`src/rtl/vscale_imm_unit.sv`:
```
// RV immediate extractor with a small tagged output FIFO and valid/ready on both sides.
// Optional branch/jump target adder is built when VSCALE_IMM_TARGET_EN is defined.
module vscale_imm_unit #(
    parameter int XLEN  = 32,
    parameter int DEPTH = 2,
    parameter int TAG_W = 5
) (
    input  logic             clk,
    input  logic             reset_n,
    input  logic             in_valid,
    output logic             in_ready,
    input  logic [31:0]      in_inst,
    input  logic [2:0]       in_type,
    input  logic [TAG_W-1:0] in_tag,
    input  logic             flush,
    output logic             out_valid,
    input  logic             out_ready,
    output logic [XLEN-1:0]  out_imm,
    output logic [TAG_W-1:0] out_tag,
`ifdef VSCALE_IMM_TARGET_EN
    input  logic [XLEN-1:0]  in_pc,
    output logic [XLEN-1:0]  out_target,
`endif
    output logic             out_illegal
);

    localparam int PTR_W = (DEPTH > 1) ? $clog2(DEPTH) : 1;
    localparam int CNT_W = $clog2(DEPTH + 1);

    logic [31:0]      raw_imm;
    logic             dec_illegal;
    logic [XLEN-1:0]  dec_imm;

    logic [XLEN-1:0]  mem_imm [DEPTH];
    logic [TAG_W-1:0] mem_tag [DEPTH];
    logic             mem_ill [DEPTH];
    logic [XLEN-1:0]  hold_imm;
    logic [TAG_W-1:0] hold_tag;
    logic             hold_ill;
`ifdef VSCALE_IMM_TARGET_EN
    logic [XLEN-1:0]  dec_target;
    logic [XLEN-1:0]  mem_tgt [DEPTH];
    logic [XLEN-1:0]  hold_tgt;
`endif

    logic [PTR_W-1:0] wr_ptr, rd_ptr;
    logic [CNT_W-1:0] count;
    logic             push, pop;

    // Every format is formed as 32 bits with bit 31 carrying the sign, so a signed
    // widening gives XLEN=64 for free; zimm has bit 31 clear and thus zero-extends.
    always_comb begin
        raw_imm     = {{20{in_inst[31]}}, in_inst[31:20]};
        dec_illegal = 1'b0;
        case (in_type)
            3'd0: raw_imm = {{20{in_inst[31]}}, in_inst[31:20]};
            3'd1: raw_imm = {{20{in_inst[31]}}, in_inst[31:25], in_inst[11:7]};
            3'd2: raw_imm = {in_inst[31:12], 12'b0};
            3'd3: raw_imm = {{12{in_inst[31]}}, in_inst[19:12], in_inst[20], in_inst[30:21], 1'b0};
            3'd4: raw_imm = {{20{in_inst[31]}}, in_inst[7], in_inst[30:25], in_inst[11:8], 1'b0};
            3'd5: raw_imm = {27'b0, in_inst[19:15]};
            default: dec_illegal = 1'b1;
        endcase
    end

    assign dec_imm = XLEN'($signed(raw_imm));
`ifdef VSCALE_IMM_TARGET_EN
    assign dec_target = in_pc + dec_imm;
`endif

    assign in_ready  = (count < CNT_W'(DEPTH));
    assign out_valid = (count != '0);
    assign push      = in_valid && in_ready && !flush;
    assign pop       = out_valid && out_ready && !flush;

    function automatic logic [PTR_W-1:0] ptr_inc(input logic [PTR_W-1:0] p);
        return (p == PTR_W'(DEPTH - 1)) ? '0 : p + PTR_W'(1);
    endfunction

    // Hold registers keep the last head visible once the FIFO drains.
    always_ff @(posedge clk or negedge reset_n) begin
        if (!reset_n) begin
            wr_ptr   <= '0;
            rd_ptr   <= '0;
            count    <= '0;
            hold_imm <= '0;
            hold_tag <= '0;
            hold_ill <= 1'b0;
            for (int i = 0; i < DEPTH; i++) begin
                mem_imm[i] <= '0;
                mem_tag[i] <= '0;
                mem_ill[i] <= 1'b0;
`ifdef VSCALE_IMM_TARGET_EN
                mem_tgt[i] <= '0;
`endif
            end
`ifdef VSCALE_IMM_TARGET_EN
            hold_tgt <= '0;
`endif
        end else begin
            if (out_valid) begin
                hold_imm <= mem_imm[rd_ptr];
                hold_tag <= mem_tag[rd_ptr];
                hold_ill <= mem_ill[rd_ptr];
`ifdef VSCALE_IMM_TARGET_EN
                hold_tgt <= mem_tgt[rd_ptr];
`endif
            end
            if (flush) begin
                wr_ptr <= '0;
                rd_ptr <= '0;
                count  <= '0;
            end else begin
                if (push) begin
                    mem_imm[wr_ptr] <= dec_imm;
                    mem_tag[wr_ptr] <= in_tag;
                    mem_ill[wr_ptr] <= dec_illegal;
`ifdef VSCALE_IMM_TARGET_EN
                    mem_tgt[wr_ptr] <= dec_target;
`endif
                    wr_ptr <= ptr_inc(wr_ptr);
                end
                if (pop)
                    rd_ptr <= ptr_inc(rd_ptr);
                if (push && !pop)
                    count <= count + CNT_W'(1);
                else if (pop && !push)
                    count <= count - CNT_W'(1);
            end
        end
    end

    assign out_imm     = out_valid ? mem_imm[rd_ptr] : hold_imm;
    assign out_tag     = out_valid ? mem_tag[rd_ptr] : hold_tag;
    assign out_illegal = out_valid ? mem_ill[rd_ptr] : hold_ill;
`ifdef VSCALE_IMM_TARGET_EN
    assign out_target  = out_valid ? mem_tgt[rd_ptr] : hold_tgt;
`endif

endmodule

```
`config.mk`:
```
export PLATFORM = sky130hd
export DESIGN_NAME = vscale_imm_unit
export DESIGN_NICKNAME = d
export VERILOG_FILES = /design/src/rtl/vscale_imm_unit.sv
export SDC_FILE = /design/constraint.sdc
export NUM_CORES = 1
export LEC_CHECK = 0
export ABC_AREA = 1
export CAP_MARGIN = 30
export CORE_ASPECT_RATIO = 1.75
export CORE_MARGIN = 8
export CORE_UTILIZATION = 58
export DETAILED_ROUTE_END_ITERATION = 8
export GPL_TIMING_DRIVEN = 0
export PLACE_DENSITY = 0.88
export REMOVE_ABC_BUFFERS = 1
export SYNTH_ARGS = -nofsm -noshare
export SYNTH_HDL_FRONTEND = slang
export SYNTH_SLANG_ARGS = --single-unit
```
`constraint.sdc`:
```
create_clock -name clk -period 2.4 [get_ports clk]
set_clock_uncertainty 0.05 [all_clocks]
set_input_delay 0.36 -clock clk [delete_from_list [all_inputs] [get_ports clk]]
set_output_delay 0.36 -clock clk [all_outputs]
set_load 0.05 [all_outputs]
```
# Word-level counts from Yosys, hierarchy flattened
# Index checks and enable logic that the tools add are counted.
# word_totals
reg_bits	118
input_bits	45
wordCells	77
out_inout_bits	40
# op_classes
mux	32
n_reduce_logical	17
n_lt_le_gt_ge	4
eq_ne	5
n_addsub	4
bitwise_logic	3
# op_table
cell	n
$mux 32	5
$pmux 32 s5	1
$bwmux 64	1
$demux 32 s1	1
$mux 5	5
$mux 1	12
$bwmux 10	1
$logic_and 1x1->1	7
$eq 3x2->1 const B	2
$eq 3x3->1 const B	2
$mux 2	3
$reduce_bool 2->1	3
$reduce_or 6->1	1
$demux 5 s1	1
$ge 2x2->1 const B	2
$not 1->2	2
$eq 3x1->1 const B	1
$logic_not 1->1	3
$logic_not 3->1	1
$reduce_bool 3->1	1
$add 1x1->1 const B	2
$add 2x1->2 const B	1
$bwmux 2	1
$lt 2x1->1 const B	1
other kinds (5)	5

# Depth between registers and ports, before layout
# depth
word_depth	8
depth_mapped	11

# Worst setup path after synthesis
# OpenSTA, ideal clock, no wires.
# synth_timing
path_kind	reg2out
start	register count[1]
end	output out_imm[26]
path_stages_with_launch	6
arrival_ns	2.151
t_required_ns	1.990
path_buffers	1
setup_slack_ns	-0.161
path_cell_list	dfrtp_1 -> inv_2 -> nand2_1 -> clkbuf_1 -> nor2_1 -> a21oi_1
# synth_via
elab_chain_cells	2
# synth_lines
element	line_no	source
start, declared	47	logic [CNT_W-1:0] count;
start signal, assigned	126	count <= count + CNT_W'(1);
start signal, assigned	128	count <= count - CNT_W'(1);
$reduce_bool 2->1	72	assign out_valid = (count != '0);
via out_valid	16	output logic out_valid,
$mux 32	133	assign out_imm = out_valid ? mem_imm[rd_ptr] : hold_imm;
end, declared	18	output logic [XLEN-1:0] out_imm,
# The timed path passes the listed nets, and every way through them passes these cells.

# Final worst setup path
# layout_timing
start	register rd_ptr
end	output out_imm[31]
# layout_via
elab_chain_cells	5
# layout_lines
element	line_no	source
start, declared	46	logic [PTR_W-1:0] wr_ptr, rd_ptr;
start signal, assigned	124	rd_ptr <= ptr_inc(rd_ptr);
$not 1->2 (not written as such)	133	
$mux 32 (not written as such) (3 in series)	133	
$mux 32	133	
# No other way between the ends. The select of a mux whose other input is x is not followed.

==> results.cfg <==
[worst_setup_path]
critPathMaxStageDelay_ns = 0.50
path_class = reg2out
cpLargestDelayFamily = buffers and inverters
arrival_ns = 2.00
cp_common_cell = buf_16
crit_slowest_cell = dfrtp_4
crit_path_end_kind = primary output
worstPathBufferInverterCount = 4
path_cells = buf_16 > clkinvlp_4 > buf_16 > nand2_1 > a21oi_2 > buf_4
critPathMaxFanout = 24
crit_path_start_kind = register
worst_ep_required_time_ns = 1.99

[final_layout]
drive_gt1_share_pct = 20.2
final_cells = 869
nets = 782
nFillCells = 553
n_antenna_cell = 0
area_delta_synth_final_pct = 32.2

[floorplanning]
fp.dieW_um = 88.0
dieArea_um2 = 12500
initial_utilization_pct = 59.0
core_um2 = 8920
ios = 85
die_h_um = 142
fp-row-count = 46

[flow_run]
max_cap_viol_count = 0

[synthesis]
synth.yosys.seq_area_share_pct = 56.1
synth_top_area_share_pct = 56.1
yosys_warnings = 0
ys_ff_latch = 118
synth_area_leaders = dfrtp_1, nand2_1, a21oi_1
synthCells = 653
yosysTopAreaCell = dfrtp_1
yosys.cell_types.count = 20
avgSynthCellArea_um2 = 8.06
netlist_area_um2 = 5270

[sta]
maxClockFrequency_mhz = 415
worstMarginPinSlew_ns = 0.912
final.period_utilization_pct = 100
holdWs_ns = 0.431
finalMaxSlewViolations = 0
rsz0062_at_grt = true
setup_viol = 1
max_slew_margin_pct = 39.1
setup_ws_ns = -0.0104
report.final.hold_viol_count = 0
fin_crit_ns = 2.41

[routing]
met2_length_mm = 8.46
highest_layer = met4
ant_nets = 0
num_vias = 5178
routedWlPerCell_um = 18.6
drc = 0
viasPerCell = 5.96
met3_length_mm = 1.27
first_pass_iters = 5
drtIter0Drc = 444
wl_met1_mm = 5.96
wirelength_mm = 16.2

[clock_network]
clk_pin_slew_ns = 0.05
cts_tree = done
insertion_delay_ns = 0.41
cts.path.max_buffers = 2
htreeDepth = 4
root_buffer = clkbuf_16
cts_buffers = 17
clock-sinks = 118

[placed_design]
pre_cts_slack_ns = -1.28
place_inst = 818
io_buffers = 77
hpwl_mm = 8.85
place_congestion = 0.834

[global_route]
grt_antenna_before_repair = 0
overflow = 0
grt_pass1_wl_mm = 25.2
gr-usage-all-layers_pct = 25.9
grt_pass1_vias = 5301
grt_max_degree = 64

[hold_path]
hp-class = reg2reg

[outcome]
status = finished, violations left
failed_checks = setup timing
final timing paths:
check                       startpoint            to  slack, ns  cells after the start
max                             rd_ptr   out_imm[31]      -0.01                      6
min                        mem_imm[30]   mem_imm[30]       0.43                      2
max reg2reg                   count[1]    mem_tag[9]       0.19                      8
min reg2reg                mem_imm[30]   mem_imm[30]       0.43                      2
max in group asynchronous      reset_n        rd_ptr       0.99                      3
min in group asynchronous      reset_n  hold_imm[17]       0.53                      2
state kept, by name, summed over array words and instances (netlist names):
| register | count |
|---|---|
| wr_ptr | 1 |
| count | 2 |
| hold_ill | 1 |
| mem_ill | 2 |
| rd_ptr | 1 |
| mem_tag | 10 |
| mem_imm | 64 |
| hold_tag | 5 |
| hold_imm | 32 |
worst reg2reg max path: stages (launching register included):
cell and delay [ns]:
dfrtp_1 0.41, clkinv_4 0.13, nand2_1 0.10, nor2_2 0.12, inv_2 0.12, nor2_4 0.52
inv_4 0.37, nand2_1 0.15, o21ai_0 0.11
synth_stat cells:
cell type and number:
o21ai_1 4, buf_4 4, nand4_1 10, clkbuf_1 17
nand2_1 251, nor2_4 2, nor2_1 57, nor2_2 3
dfrtp_1 118, nand2_8 1, a21oi_1 83, nand3_1 31
o21ai_2 4, buf_1 3, buf_2 12, inv_1 23
a31oi_1 8, inv_2 7, nand3_2 1, o21ai_0 14
layout by cell type (no fill, tap or decap), drive strengths merged, types with 22 or more instances in the layout:
cell	count
nand2	254
dfrtp	118
a21oi	83
nor2	64
buf	57
clkdlybuf4s50	37
nand3	32
inv	27
clkbuf	23
o21ai	22
cells by family (layout without fill, tap and decap cells):
group	Yosys count	count (layout)	synth area share (%)
AOI/OAI and AO/OA	113	113	11.2
DFF	118	118	56.1
and+or+nand+nor	356	360	27.4
buffers and inverters	66	158	5.27
per-layer routing:
layer / GRT usage [%] / vias to the layer above
met5: 0 / -
met4: 11.6 / 0
met3: 7.00 / 51
met2: 45.4 / 303
met1: 27.9 / 2561
li1: - / 2263
metrics by stage:
stage | cell area [um2] | TNS (ns) | utilization [%]
2_1_floorplan | 5100 | -91.27 | -
3_3_place_gp | 6020 | -527.42 | 67.5
3_5_place_dp | 6130 | -67.68 | 68.7
4_1_cts | 6770 | -1.10 | 75.8
5_1_grt | 6960 | -0.151 | 78.0
6_report | 6960 | -0.0104 | 78.0
cell type report:
class	instances	area, um2	area share, %
Tap cell	120	150	2.16
Clock inverter	8	50.0	0.719
Inverter	30	135	1.94
Multi-Input combinational cell	473	2220	31.9
Clock buffer	23	488	7.01
Timing Repair inverter	1	5.00	0.0719
Sequential cell	118	2960	42.5
Timing Repair Buffer	96	952	13.7
timing repair:
| action | 4_1_cts | 5_1_grt |
|---|---|---|
| resized for setup | 256 | 33 |
| hold endpoints to repair | 6 | 0 |
| hold buffers | 1 | 0 |
| gates cloned | 3 | 2 |
| setup endpoints to repair | 104 | 57 |
| setup buffers | 7 | 7 |
| pin swaps | 3 | 2 |
Power is not shown: default switching activity piles up to over one toggle a cycle in this logic, so the estimate is an artifact.
